## src/rtl/forward_hazard_unit_pkg.sv

```systemverilog
// Shared pipeline definitions for the forwarding / hazard unit: the tag
// carried down the post-EX tracker and helpers used by the top and by the
// per-source select.
package forward_hazard_unit_pkg;

  localparam int REG_AW = 5;

  // One tracker slot: what the instruction now sitting in that stage will write.
  typedef struct packed {
    logic              valid;
    logic              wen;
    logic              is_load;
    logic [REG_AW-1:0] rd;
  } trk_entry_t;

  // Width of a forwarding select: 0 = register file, 1..num_stages = stage k.
  function automatic int sel_width(input int num_stages);
    return $clog2(num_stages + 1);
  endfunction

  // x0 is never a producer, no matter how many entries carry rd = 0.
  function automatic logic is_producer(input trk_entry_t e);
    return e.valid & e.wen & (e.rd != '0);
  endfunction

endpackage

```

## src/rtl/fwd_src_select.sv

```systemverilog
// Per-source operand select: picks the youngest post-EX producer of rs and
// muxes its stage result, falling back to the register-file read data.
module fwd_src_select
  import forward_hazard_unit_pkg::*;
#(
  parameter int XLEN           = 32,
  parameter int NUM_FWD_STAGES = 2,
  parameter int LOAD_LAT       = 1,
  localparam int SelW          = sel_width(NUM_FWD_STAGES)
) (
  input  logic [REG_AW-1:0]                      rs_i,
  input  trk_entry_t [NUM_FWD_STAGES-1:0]        trk_i,
  input  logic [XLEN-1:0]                        rf_data_i,
  input  logic [NUM_FWD_STAGES*XLEN-1:0]         stage_data_i,
  output logic [SelW-1:0]                        sel_o,
  output logic [XLEN-1:0]                        opnd_o,
  output logic                                   unready_load_o
);

  // Scan oldest to youngest so the smallest matching stage wins.
  always_comb begin
    sel_o          = '0;
    opnd_o         = rf_data_i;
    unready_load_o = 1'b0;
    for (int k = NUM_FWD_STAGES; k >= 1; k--) begin
      if (is_producer(trk_i[k-1]) && (trk_i[k-1].rd == rs_i)) begin
        sel_o          = SelW'(k);
        opnd_o         = stage_data_i[(k-1)*XLEN +: XLEN];
        unready_load_o = (k <= LOAD_LAT) && trk_i[k-1].is_load;
      end
    end
  end

endmodule

```

## src/rtl/forward_hazard_unit.sv

```systemverilog
// Operand forwarding and load-use hazard detection. A shift register of
// destination tags follows each EX instruction through the forwarding
// stages; forwarding and stall decisions are pure functions of that tracker
// plus the current EX tag, so no separate stall state is needed.
module forward_hazard_unit
  import forward_hazard_unit_pkg::*;
#(
  parameter int XLEN           = 32,
  parameter int NUM_SRC        = 2,
  parameter int NUM_FWD_STAGES = 2,
  parameter int LOAD_LAT       = 1
) (
  input  logic                                          clk,
  input  logic                                          rst,
  input  logic                                          ex_valid,
  input  logic                                          ex_regwrite,
  input  logic                                          ex_is_load,
  input  logic [4:0]                                    ex_rd,
  input  logic [NUM_SRC*5-1:0]                          ex_rs,
  input  logic [NUM_SRC*5-1:0]                          id_rs,
  input  logic [NUM_SRC-1:0]                            id_rs_used,
  input  logic [NUM_SRC*XLEN-1:0]                       rf_data,
  input  logic [NUM_FWD_STAGES*XLEN-1:0]                stage_data,
  input  logic                                          flush,
  input  logic                                          stat_clr,
  output logic [NUM_SRC*XLEN-1:0]                       ex_opnd,
  output logic [NUM_SRC*$clog2(NUM_FWD_STAGES+1)-1:0]   ex_fwd_sel,
  output logic                                          id_stall,
  output logic [15:0]                                   stall_cnt,
  output logic                                          hazard_err
);

  localparam int SelW = sel_width(NUM_FWD_STAGES);

  trk_entry_t                        ex_tag;
  trk_entry_t [NUM_FWD_STAGES-1:0]   trk_q, trk_d;
  trk_entry_t [NUM_FWD_STAGES:0]     pos_tag;
  logic [NUM_SRC-1:0]                unready_src;
  logic [NUM_SRC-1:0]                src_load_hit;
  logic                              stall_raw;
  logic [15:0]                       stall_cnt_q, stall_cnt_d;
  logic                              hazard_err_q, hazard_err_d;

  // A flushed EX instruction enters the tracker as a bubble.
  assign ex_tag.valid   = ex_valid & ~flush;
  assign ex_tag.wen     = ex_regwrite;
  assign ex_tag.is_load = ex_is_load;
  assign ex_tag.rd      = ex_rd;

  // Position 0 is EX itself, position k is tracker entry k.
  assign pos_tag = {trk_q, ex_tag};

  // Tracker shifts one stage per cycle, EX tag enters at entry 1.
  always_comb begin
    trk_d    = trk_q;
    trk_d[0] = ex_tag;
    for (int k = 1; k < NUM_FWD_STAGES; k++) begin
      trk_d[k] = trk_q[k-1];
    end
  end

  // Tracker register; reset drops every in-flight producer.
  always_ff @(posedge clk or posedge rst) begin
    if (rst) trk_q <= '0;
    else     trk_q <= trk_d;
  end

  // Per source: forwarding select, operand mux and unready-load detection.
  for (genvar s = 0; s < NUM_SRC; s++) begin : g_src
    fwd_src_select #(
      .XLEN           (XLEN),
      .NUM_FWD_STAGES (NUM_FWD_STAGES),
      .LOAD_LAT       (LOAD_LAT)
    ) u_sel (
      .rs_i           (ex_rs[s*5 +: 5]),
      .trk_i          (trk_q),
      .rf_data_i      (rf_data[s*XLEN +: XLEN]),
      .stage_data_i   (stage_data),
      .sel_o          (ex_fwd_sel[s*SelW +: SelW]),
      .opnd_o         (ex_opnd[s*XLEN +: XLEN]),
      .unready_load_o (unready_src[s])
    );
  end

  // Load-use check: the youngest matching producer in the not-yet-ready
  // window decides; a younger ALU write of the same rd hides an older load.
  always_comb begin
    src_load_hit = '0;
    for (int s = 0; s < NUM_SRC; s++) begin
      if (id_rs_used[s]) begin
        for (int p = LOAD_LAT - 1; p >= 0; p--) begin
          if (is_producer(pos_tag[p]) && (pos_tag[p].rd == id_rs[s*5 +: 5])) begin
            src_load_hit[s] = pos_tag[p].is_load;
          end
        end
      end
    end
    stall_raw = |src_load_hit;
  end

  assign id_stall = stall_raw & ~flush & ~rst;

  // Stall statistics and sticky error next-state; clear beats increment.
  always_comb begin
    stall_cnt_d = stall_cnt_q;
    if (stat_clr)                               stall_cnt_d = '0;
    else if (id_stall && stall_cnt_q != 16'hFFFF) stall_cnt_d = stall_cnt_q + 16'd1;
    hazard_err_d = hazard_err_q | (|unready_src);
  end

  // Counter and sticky error registers.
  always_ff @(posedge clk or posedge rst) begin
    if (rst) begin
      stall_cnt_q  <= '0;
      hazard_err_q <= 1'b0;
    end else begin
      stall_cnt_q  <= stall_cnt_d;
      hazard_err_q <= hazard_err_d;
    end
  end

  assign stall_cnt  = stall_cnt_q;
  assign hazard_err = hazard_err_q;

endmodule

```

## config.mk

```make
export PLATFORM = sky130hd
export DESIGN_NAME = forward_hazard_unit
export DESIGN_NICKNAME = d
export VERILOG_FILES = /design/src/rtl/forward_hazard_unit_pkg.sv /design/src/rtl/fwd_src_select.sv /design/src/rtl/forward_hazard_unit.sv
export SDC_FILE = /design/constraint.sdc
export NUM_CORES = 1
export LEC_CHECK = 0
export CAP_MARGIN = 40
export CORE_MARGIN = 8
export CORE_UTILIZATION = 33
export CTS_CLUSTER_SIZE = 12
export DETAILED_ROUTE_END_ITERATION = 8
export GPL_TIMING_DRIVEN = 0
export PLACE_DENSITY = 0.87
export SYNTH_ARGS = -nofsm -noshare
export SYNTH_HDL_FRONTEND = slang
export SYNTH_SLANG_ARGS = --single-unit
```

## constraint.sdc

```tcl
create_clock -name clk -period 2.9 [get_ports clk]
set_input_delay 0.58 -clock clk [delete_from_list [all_inputs] [get_ports clk]]
set_output_delay 0.58 -clock clk [all_outputs]
set_load 0.03 [all_outputs]
```

==> run metrics, run 1 <==
outcome finished clean; Startpoint Class flop; largest net degree at the start of global routing 24; CP max stage cell dfrtp_1; Synth top area share 0.264; power per cell area 242 nW/um^2; Die Area 12500 sq um; syn nets about 630; Post-Syn Instances 470; Clock Latency Late Sink 0.28 ns; Synth area leader dfrtp_1; die height ~110 um; All-Layer GR Usage 0.281; Port Buffers 246; nets 913; first-pass GRT wire length about 28 mm; Final Non-Filler Cells 863; Arr. time, crit path between 2 and 2.5 ns; root buffer cell clkbuf_8; Synth Cell Area 3040 sq um; Max-Cap Viols 0; reg-to-reg startpoint stall_cnt[0]$_DFFE_PP0P_; ANT nets after route 0; Avg Inst Size Synth 6.46 sq um; cells on worst reg2reg path 7; Inst Count DP approximately 830; DRT iter0 DRCs 424; vias per cell between 5 and 6; fill count just over 700; IO Pins 248; Worst setup EP type output port; Static Leakage 2.78 nW; RSZ-0062 raised after global routing yes; Area contributors post-synth dfrtp_1 (26%), nand2_1 (17%), a31oi_1 (13%); clock transition at the registers of the reported paths 0.06 ns; final period utilization 0.992; worst path bufs/invs 3; Die X 112 um; Yosys warning total 0; Multi-input gate area 2330 sq um; Final Max Tran Viols 0; Min-Delay Path Class flop to flop; layout cells sized above 1 0.236; CP Launch Point pos_tag[9]$_DFF_PP0_; DR WL/cell 22.7 um; crit-path max FO 7; endpoints failing hold 0; Pre-antenna DRT Iters 7; number of remaining DRC errors 0; Clock Skew approximately 0.0053 ns; Rel. slew slack 0.652; synthesis-stage register bit count 32; final setup violating endpoints 0; core area 9060 sq um; measured slew at the worst slew-check pin ~0.52 ns; Longest Clk Path Bufs 2; min Tclk post-route 2.88 ns; vias after detailed routing approximately 5000; H-tree depth 2; hpwl dp 14.6 mm; worst path cell trace or3_1 > o311a_1 > nand4_1 > buf_6 > buf_8 > nor2_1 > a31oi_1 > buf_4; Yosys cell types 31; Crit. path cell count 8; Max Clk Rate approximately 350 MHz; Worst Path Required roughly 2.3 ns; most frequent cells in the layout clkdlybuf4s50_1 (163), nand2_1 (132), buf_4 (70); Total Power 0.00155 W; Peak VDD IR about 0.00026 V; Largest delay share family, worst path simple AND/OR/NAND/NOR gates; CP Capture Point ex_opnd[24]; FP Rows 35; register area around 800 sq um; sequential-to-total area share from yosys stat 0.264; vias in the first global route approximately 4700; most common cell after layout, fill and taps aside clkdlybuf4s50_1; CTS buffer count 5; critical path type flop to output port; final wirelength roughly 20 mm; R2R Setup Slk 0.62 ns; Fin Hold WS 0.401 ns; CTS tree done; Initial Util 0.335; r2r endpoint stall_cnt[5]$_DFFE_PP0P_; GRT overflow 0; Max stage delay on crit path 0.37 ns; area growth from synthesis to layout 110%; initial antenna violation count 3; GPL Wtd Cong 0.954; clk sinks 32
-- power by group --
part	switching, W	internal (W)	total [W]	leakage [nW]
Sequential	0.0000120	0.000460	0.000472	0.414
Combinational	0.000319	0.000342	0.000661	2.31
Clock	0.000158	0.000255	0.000412	0.0552
Total	0.000489	0.00106	0.00155	2.78
-- through the flow --
step	utilization	cell area, sq um	TNS, ns	setup slack (ns)
CTS	0.658	5960	0	0.000598
detailed placement	0.625	5670	-65.89	-1.25
global route	0.704	6380	-0.817	-0.0527
floorplan	-	3040	0	0.0233
finish	0.704	6380	0	0.0235
global placement	0.622	5640	-63.44	-1.28
-- final cells by class --
class / count / share of cell area
Timing Repair Buffer: 274 / 0.415
Multi-Input combinational cell: 402 / 0.364
Sequential cell: 32 / 0.125
Buffer: 32 / 0.0545
Tap cell: 111 / 0.0218
Clock buffer: 6 / 0.0114
Clock inverter: 2 / 0.00549
Inverter: 3 / 0.00176
Antenna cell: 1 / 0.000392
-- Yosys cell counts, drive strengths merged --
cell / count
a211oi: 1
a21o: 1
a21oi: 14
a31oi: 64
a32oi: 1
and2: 1
and3: 4
and4: 3
buf: 19
clkbuf: 15
dfrtp: 32
ha: 1
inv: 3
mux2: 3
nand2: 139
nand3: 11
nand4: 6
nand4b: 1
nor2: 73
nor2b: 5
nor3: 6
nor4: 7
o21ai: 6
o311a: 2
o31ai: 7
or3: 7
or3b: 1
or4: 7
xnor2: 8
xor2: 22
-- state kept, by name (all words and copies together), names as in the netlist --
signal / flops
hazard_err: 1
pos_tag: 15
stall_cnt: 16
-- timing repair --
action / in CTS / in global routing
resized for setup: 524 / 105
pin swaps: 13 / 22
gates cloned: 5 / 6
setup endpoints to repair: 69 / 69
hold buffers: 0 / 0
buffers inserted: 13 / 5
-- layer usage --
layer / track usage / vias to the layer above / wire length, um
met5: 0 / - / 27
met4: 0.0944 / 4 / 843
met3: 0.0806 / 62 / 2020
met1: 0.325 / 2339 / 7130
met2: 0.488 / 342 / 9580
li1: - / 2217 / -
-- cells by family after synthesis --
family          synth area share
simple gates               0.383
flops                      0.264
buf+inv                   0.0531
mux                       0.0111
compound gates             0.198
fa+ha+maj                0.00412
xor+xnor                  0.0865
-- worst min-delay path by stage --
| stage | start | slack, ns | end | cells past startpoint |
|---|---|---|---|---|
| 2_1_floorplan | pos_tag[14]$_DFF_PP0_ | 0.35 | pos_tag[22]$_DFF_PP0_ | 0 |
| 3_3_place_gp | pos_tag[14]$_DFF_PP0_ | 0.39 | pos_tag[22]$_DFF_PP0_ | 0 |
| 3_5_place_dp | pos_tag[14]$_DFF_PP0_ | 0.39 | pos_tag[22]$_DFF_PP0_ | 0 |
| 4_1_cts | pos_tag[14]$_DFF_PP0_ | 0.40 | pos_tag[22]$_DFF_PP0_ | 0 |
| 5_1_grt | pos_tag[15]$_DFF_PP0_ | 0.42 | pos_tag[23]$_DFF_PP0_ | 0 |
| 6_report | pos_tag[14]$_DFF_PP0_ | 0.40 | pos_tag[22]$_DFF_PP0_ | 0 |
No activity file was read; power rests on OpenSTA's default activity.
==> run 2: changes to the inputs <==
- CORE_AREA: unset -> 2 2 95 97
- CORE_MARGIN: 8 -> unset
- CORE_UTILIZATION: 33 -> unset
- DIE_AREA: unset -> 0 0 97 99
- PLACE_DENSITY: 0.87 -> 0.93
- clock period: 2.9 -> 3.72 ns (I/O delays scaled with it)
==> run 2 against run 1 <==
Via count down 7.0%; sequential power down 22%; worst hold slack better by 0.013 ns; critical path type is now input port to output port.
==> run metrics, run 2 (same netlist as run 1, synthesis figures left out) <==
outcome finished clean; Initial Util 0.355 (+0.0202); number of remaining DRC errors 0 (unchanged); WHS Path Cells 0 (unchanged); placed cell areas 5650 sq um (-0.29%); CTS tree done; Worst setup EP type output port; endpoints failing hold 0 (unchanged); hold path startpoint pos_tag[14]$_DFF_PP0_; Final Max Tran Viols 0 (unchanged); critical path type input port to output port; vias in the first global route 4526 (-2.9%); root buffer cell clkbuf_8; DRT iter0 DRCs 262 (-38%); GRT overflow 0 (unchanged); Port Buffers 246 (unchanged); Min-Delay Endpoint pos_tag[22]$_DFF_PP0_; largest net degree at the start of global routing 19 (-21%); Max Clk Rate 278 MHz; core area 8550 sq um (-5.7%); first-pass GRT wire length 24.3 mm (-13%); nets 887 (-2.8%); Total Power 0.00118 W (-24%); measured slew at the worst slew-check pin 0.718 ns (+0.197 ns); final wirelength 15.9 mm (-19%); Pre-antenna DRT Iters 7 (unchanged); Clock Latency Late Sink 0.29 ns (about the same); area growth from synthesis to layout 92.4%; R2R Setup Slk 1.42 ns (+0.80 ns); IO Pins 248 (unchanged); r2r endpoint stall_cnt[5]$_DFFE_PP0P_; final period utilization 0.968; Min-Delay Path Class flop to flop; Die Area 9600 sq um (-23%); Die X 97 um (-13%); CTS buffer count 5 (unchanged); Clock Skew 0.00755 ns (+0.00230 ns); worst path cell trace clkdlybuf4s50_1 > xor2_1 > nor4_2 > and3_2 > buf_4 > nand2_1 > a31oi_1 > clkdlybuf4s15_2; hpwl dp 12.8 mm (-13%); FP Rows 34 (-2.9%); Place WS -0.631 ns (+0.615 ns); most frequent cells in the layout clkdlybuf4s50_1 (177), nand2_1 (138), nor2_1 (73); reg-to-reg startpoint stall_cnt[0]$_DFFE_PP0P_; power per cell area 201 nW/um^2 (-17%); DR WL/cell 19.1 um (-16%); min Tclk post-route 3.60 ns; die height 99 um (-12%); All-Layer GR Usage 0.316 (+0.0347); clk sinks 32 (unchanged); worst path bufs/invs 3 (unchanged); Worst Path Required 2.98 ns (+0.66 ns); Peak VDD IR 0.000168 V (-35%); layout cells sized above 1 0.145 (-0.0909); cells on worst reg2reg path 7 (unchanged); final setup violating endpoints 0 (unchanged); initial antenna violation count 0 (-3); ANT nets after route 0 (unchanged); Arr. time, crit path 2.86 ns (+0.56 ns); max reg flops 16 (unchanged); crit-path max FO 10 (+3); H-tree depth 2 (unchanged); vias after detailed routing 4616 (-7.0%); RSZ-0062 raised after global routing yes; vias per cell 5.54 (-3.7%); CP max stage cell clkdlybuf4s50_1; Max stage delay on crit path 0.49 ns (+0.12 ns); clock transition at the registers of the reported paths 0.07 ns (about the same); Inst Count DP 825 (-0.36%); Max-Cap Viols 0 (unchanged); Static Leakage 2.43 nW (-12%); worst setup margin 0.117 ns (+0.0938 ns); Startpoint Class input port; most common cell after layout, fill and taps aside clkdlybuf4s50_1; Final Non-Filler Cells 833 (-3.5%); Rel. slew slack 0.521 (-0.132); Antenna Cells 0 (-1); Longest Clk Path Bufs 2 (unchanged); GPL Wtd Cong 0.985 (+3.3%); post-layout instance area 5850 sq um (-8.4%); Largest delay share family, worst path buffers and inverters
[run 2: cell types whose count changed in the layout (fill, tap and decap cells not counted), sizes merged, moves of 4 or more]
cell / delta
dlymetal6s2s: -4
clkdlybuf4s15: +52
buf: -82
dlygate4sd2: +4
clkbuf: -10
clkdlybuf4s50: +14
[run 2: what timing repair did]
item / CTS / global route
gates cloned: 0 / 0
hold buffers: 0 / 0
pin swaps: 1 / 0
hold endpoints to repair: 0 / 0
setup buffers: 2 / 0
resized for setup: 266 / 16
setup endpoints to repair: 68 / 66
[run 2: layer usage]
layer | routed length, um | global-route usage
met4 | 438 | 0.0888
met1 | 6040 | 0.383
met3 | 1420 | 0.0624
met5 | 0 | 0
met2 | 7990 | 0.570
[run 2: worst max path at each step]
stage,start,end,slack (ns),depth (start not counted)
finish,ex_rs[2],ex_opnd[30],0.12,8
global route,ex_rs[8],ex_opnd[57],-0.01,8
CTS,ex_rs[2],ex_opnd[28],-0.005,9
detailed placement,ex_rs[8],ex_opnd[55],-0.63,9
global placement,ex_rs[8],ex_opnd[55],-0.67,9
floorplan,ex_rs[8],ex_opnd[62],0.52,7
[run 2: cell type report]
cell class | instances | area [sq um]
fill | 755 | 2710
sequential | 32 | 801
timing repair buffer | 249 | 2530
clock buffer | 6 | 72.6
tap | 108 | 135
clock inverter | 2 | 35.0
buffer | 32 | 164
inverter | 3 | 11.3
multi-input combinational | 401 | 2100
[run 2: metrics by stage]
step	util	TNS, ns	hold WS, ns
2_1_floorplan	-	0	0.354
5_1_grt	0.684	-0.0107	0.415
6_report	0.684	0	0.414
3_3_place_gp	0.659	-28.55	0.397
4_1_cts	0.683	-0.00537	0.416
3_5_place_dp	0.661	-28.80	0.395
[run 2: worst reg2reg max path, stage by stage (launching register included)]
cell,delay [ns]
dfrtp_1,0.44
ha_1,0.27
and4_1,0.22
nand4_1,0.18
nand2_1,0.12
clkbuf_1,0.24
nor4_1,0.33
mux2_2,0.37
[run 2: report_power, final]
| group | leakage [nW] | internal [W] | switching [W] |
|---|---|---|---|
| combinational | 1.96 | 0.000251 | 0.000225 |
| clock | 0.0552 | 0.000199 | 0.000133 |
| sequential | 0.414 | 0.000359 | 0.00000964 |
| total | 2.43 | 0.000809 | 0.000367 |
==> run 3: changes to the inputs <==
- CORE_AREA: 2 2 95 97 -> unset
- CORE_UTILIZATION: unset -> 33
- DIE_AREA: 0 0 97 99 -> unset
- PLACE_DENSITY: 0.93 -> 0.87
- clock period: 3.72 -> 3.9 ns (I/O delays scaled with it)
==> run 3 against run 2 <==
The flow now finishes with violations (DRC); wire length decreased by 6.0%; cell area decreased by 4.3%; sequential power decreased by 5%; critical path type unchanged; highest routed layer unchanged; core utilization decreased by 4.9 points; setup slack got worse by 0.061 ns.
==> run metrics, run 3 (same netlist as run 1, synthesis figures left out) <==
vias per cell 5.47 (-1.3%); GPL Wtd Cong 0.939 (-4.7%); Fin Hold WS 0.394 ns (-0.0207 ns); Max-Cap Viols 0 (unchanged); CTS tree done; Min-Delay Endpoint pos_tag[23]$_DFF_PP0_; FP Rows 34 (unchanged); Max Clk Rate around 260 MHz; Final Max Tran Viols 0 (unchanged); Arr. time, crit path 3.06 ns (+0.20 ns); Startpoint Class input port; DR WL/cell 18.0 um (-5.8%); R2R Setup Slk 1.68 ns (+0.26 ns); clock transition at the registers of the reported paths 0.06 ns (about the same); Total Power 0.00106 W (-10%); vias in the first global route 4478 (-1.1%); area growth from synthesis to layout 84.1%; DRT iter0 DRCs 264 (+0.76%); reg-to-reg startpoint stall_cnt[0]$_DFFE_PP0P_; min Tclk post-route between 3 and 4 ns; Port Buffers 246 (unchanged); Die X 97.9 um (+0.97%); Longest Clk Path Bufs 2 (unchanged); Rel. slew slack 0.614 (+0.0929); crit-path max FO 10 (unchanged); H-tree depth 2 (unchanged); Place WS -0.593 ns (+0.0386 ns); Max stage delay on crit path 0.46 ns (-0.03 ns); die height 97.9 um (-1.1%); first-pass GRT wire length 22.7 mm (-6.8%); Clock Latency Late Sink 0.28 ns (about the same); CTS buffer count 5 (unchanged); critical path type input port to output port; cells on worst reg2reg path 7 (unchanged); Antenna Cells 0 (unchanged); endpoints failing hold 0 (unchanged); hold path startpoint pos_tag[15]$_DFF_PP0_; final wirelength 14.9 mm (-6.0%); IO Pins 248 (unchanged); Initial Util 0.345 (-0.0103); post-layout util 0.635 (-0.0485); r2r endpoint stall_cnt[4]$_DFFE_PP0P_; final period utilization 0.986; vias after detailed routing 4546 (-1.5%); placed cell areas 5660 sq um (+0.22%); Pre-antenna DRT Iters 8 (+1); Clock Skew 0.00493 ns (-0.00262 ns); largest net degree at the start of global routing 22 (+3); power per cell area 189 nW/um^2 (-6.0%); max reg flops 16 (unchanged); CP max stage cell clkdlybuf4s50_1; Worst setup EP type output port; worst path bufs/invs 4 (+1); Die Area 9590 sq um (-0.10%); ANT nets after route 0 (unchanged); final setup violating endpoints 0 (unchanged); failing checks DRC; root buffer cell clkbuf_8; CP Launch Point ex_rs[8]; All-Layer GR Usage 0.297 (-0.0189); CTS-repair resized insts 99 (-63%); hpwl dp 12.0 mm (-6.3%); Static Leakage 2.43 nW (about the same); Setup Buffers After CTS 0 (-2); measured slew at the worst slew-check pin 0.579 ns (-0.139 ns); GRT overflow 0 (unchanged); initial antenna violation count 0 (unchanged); outcome finished with violations; Worst Path Required 3.12 ns (+0.14 ns); WHS Path Cells 0 (unchanged); clk sinks 32 (unchanged); layout cells sized above 1 0.124 (-0.0203); most common cell after layout, fill and taps aside clkdlybuf4s50_1; post-layout instance area 5590 sq um (-4.3%); number of remaining DRC errors 19 (+19); worst setup margin 0.0563 ns (-0.0611 ns); core area 8810 sq um (+3.0%); Peak VDD IR 0.000326 V (+94%); most frequent cells in the layout clkdlybuf4s50_1 (178), nand2_1 (138), nor2_1 (73); nets 886 (-0.11%); worst path cell trace clkdlybuf4s50_1 > xor2_1 > nor4_2 > and3_1 > clkbuf_1 > clkbuf_4 > nand2_1 > a31oi_1 > clkdlybuf4s15_2; hold buffer count at cts 0 (unchanged); RSZ-0062 raised after global routing yes; Min-Delay Path Class flop to flop; Largest delay share family, worst path buffers and inverters
run 3: cell count changes in the layout (fill, tap and decap cells not counted), sizes merged:
cell           before  now
clkdlybuf4s50     177  178
bufinv              1    0
dlymetal6s2s        1    4
clkbuf             21   63
clkdlybuf4s15      55    8
dlygate4sd2         6   13
clkdlybuf4s18       1    0
clkinv              1    0
buf                26   21
run 3: metal layers:
metal	part of all wire	track usage
met4	0.037	0.114
met2	0.49	0.539
met3	0.089	0.0551
met5	0	0
met1	0.38	0.344
run 3: layout make-up:
| cell class | count | area, sq um |
|---|---|---|
| Buffer | 33 | 161 |
| Sequential cell | 32 | 801 |
| Fill cell | 807 | 3210 |
| Inverter | 3 | 11.3 |
| Multi-Input combinational cell | 401 | 2110 |
| Timing Repair Buffer | 247 | 2280 |
| Clock buffer | 7 | 96.3 |
| Tap cell | 108 | 135 |
run 3: where the power goes:
group	switching [W]	internal, W	leakage [nW]
registers	0.00000909	0.000342	0.414
logic	0.000214	0.000224	1.97
clock network	0.000112	0.000157	0.0503
run 3: worst max-delay path by stage:
| stage | cells after the start | slack [ns] | end |
|---|---|---|---|
| after CTS | 8 | 0.002 | ex_opnd[31] |
| after detailed placement | 9 | -0.59 | ex_opnd[58] |
| after global placement | 9 | -0.58 | ex_opnd[58] |
| after floorplan | 7 | 0.62 | ex_opnd[62] |
| final | 9 | 0.06 | ex_opnd[57] |
| after global routing | 9 | -0.1 | ex_opnd[57] |
run 3: metrics by stage:
step,cells,setup TNS (ns)
after detailed placement,825,-24.92
after CTS,832,0
after global placement,824,-20.99
after global routing,831,-0.201
after floorplan,470,0
final,831,0
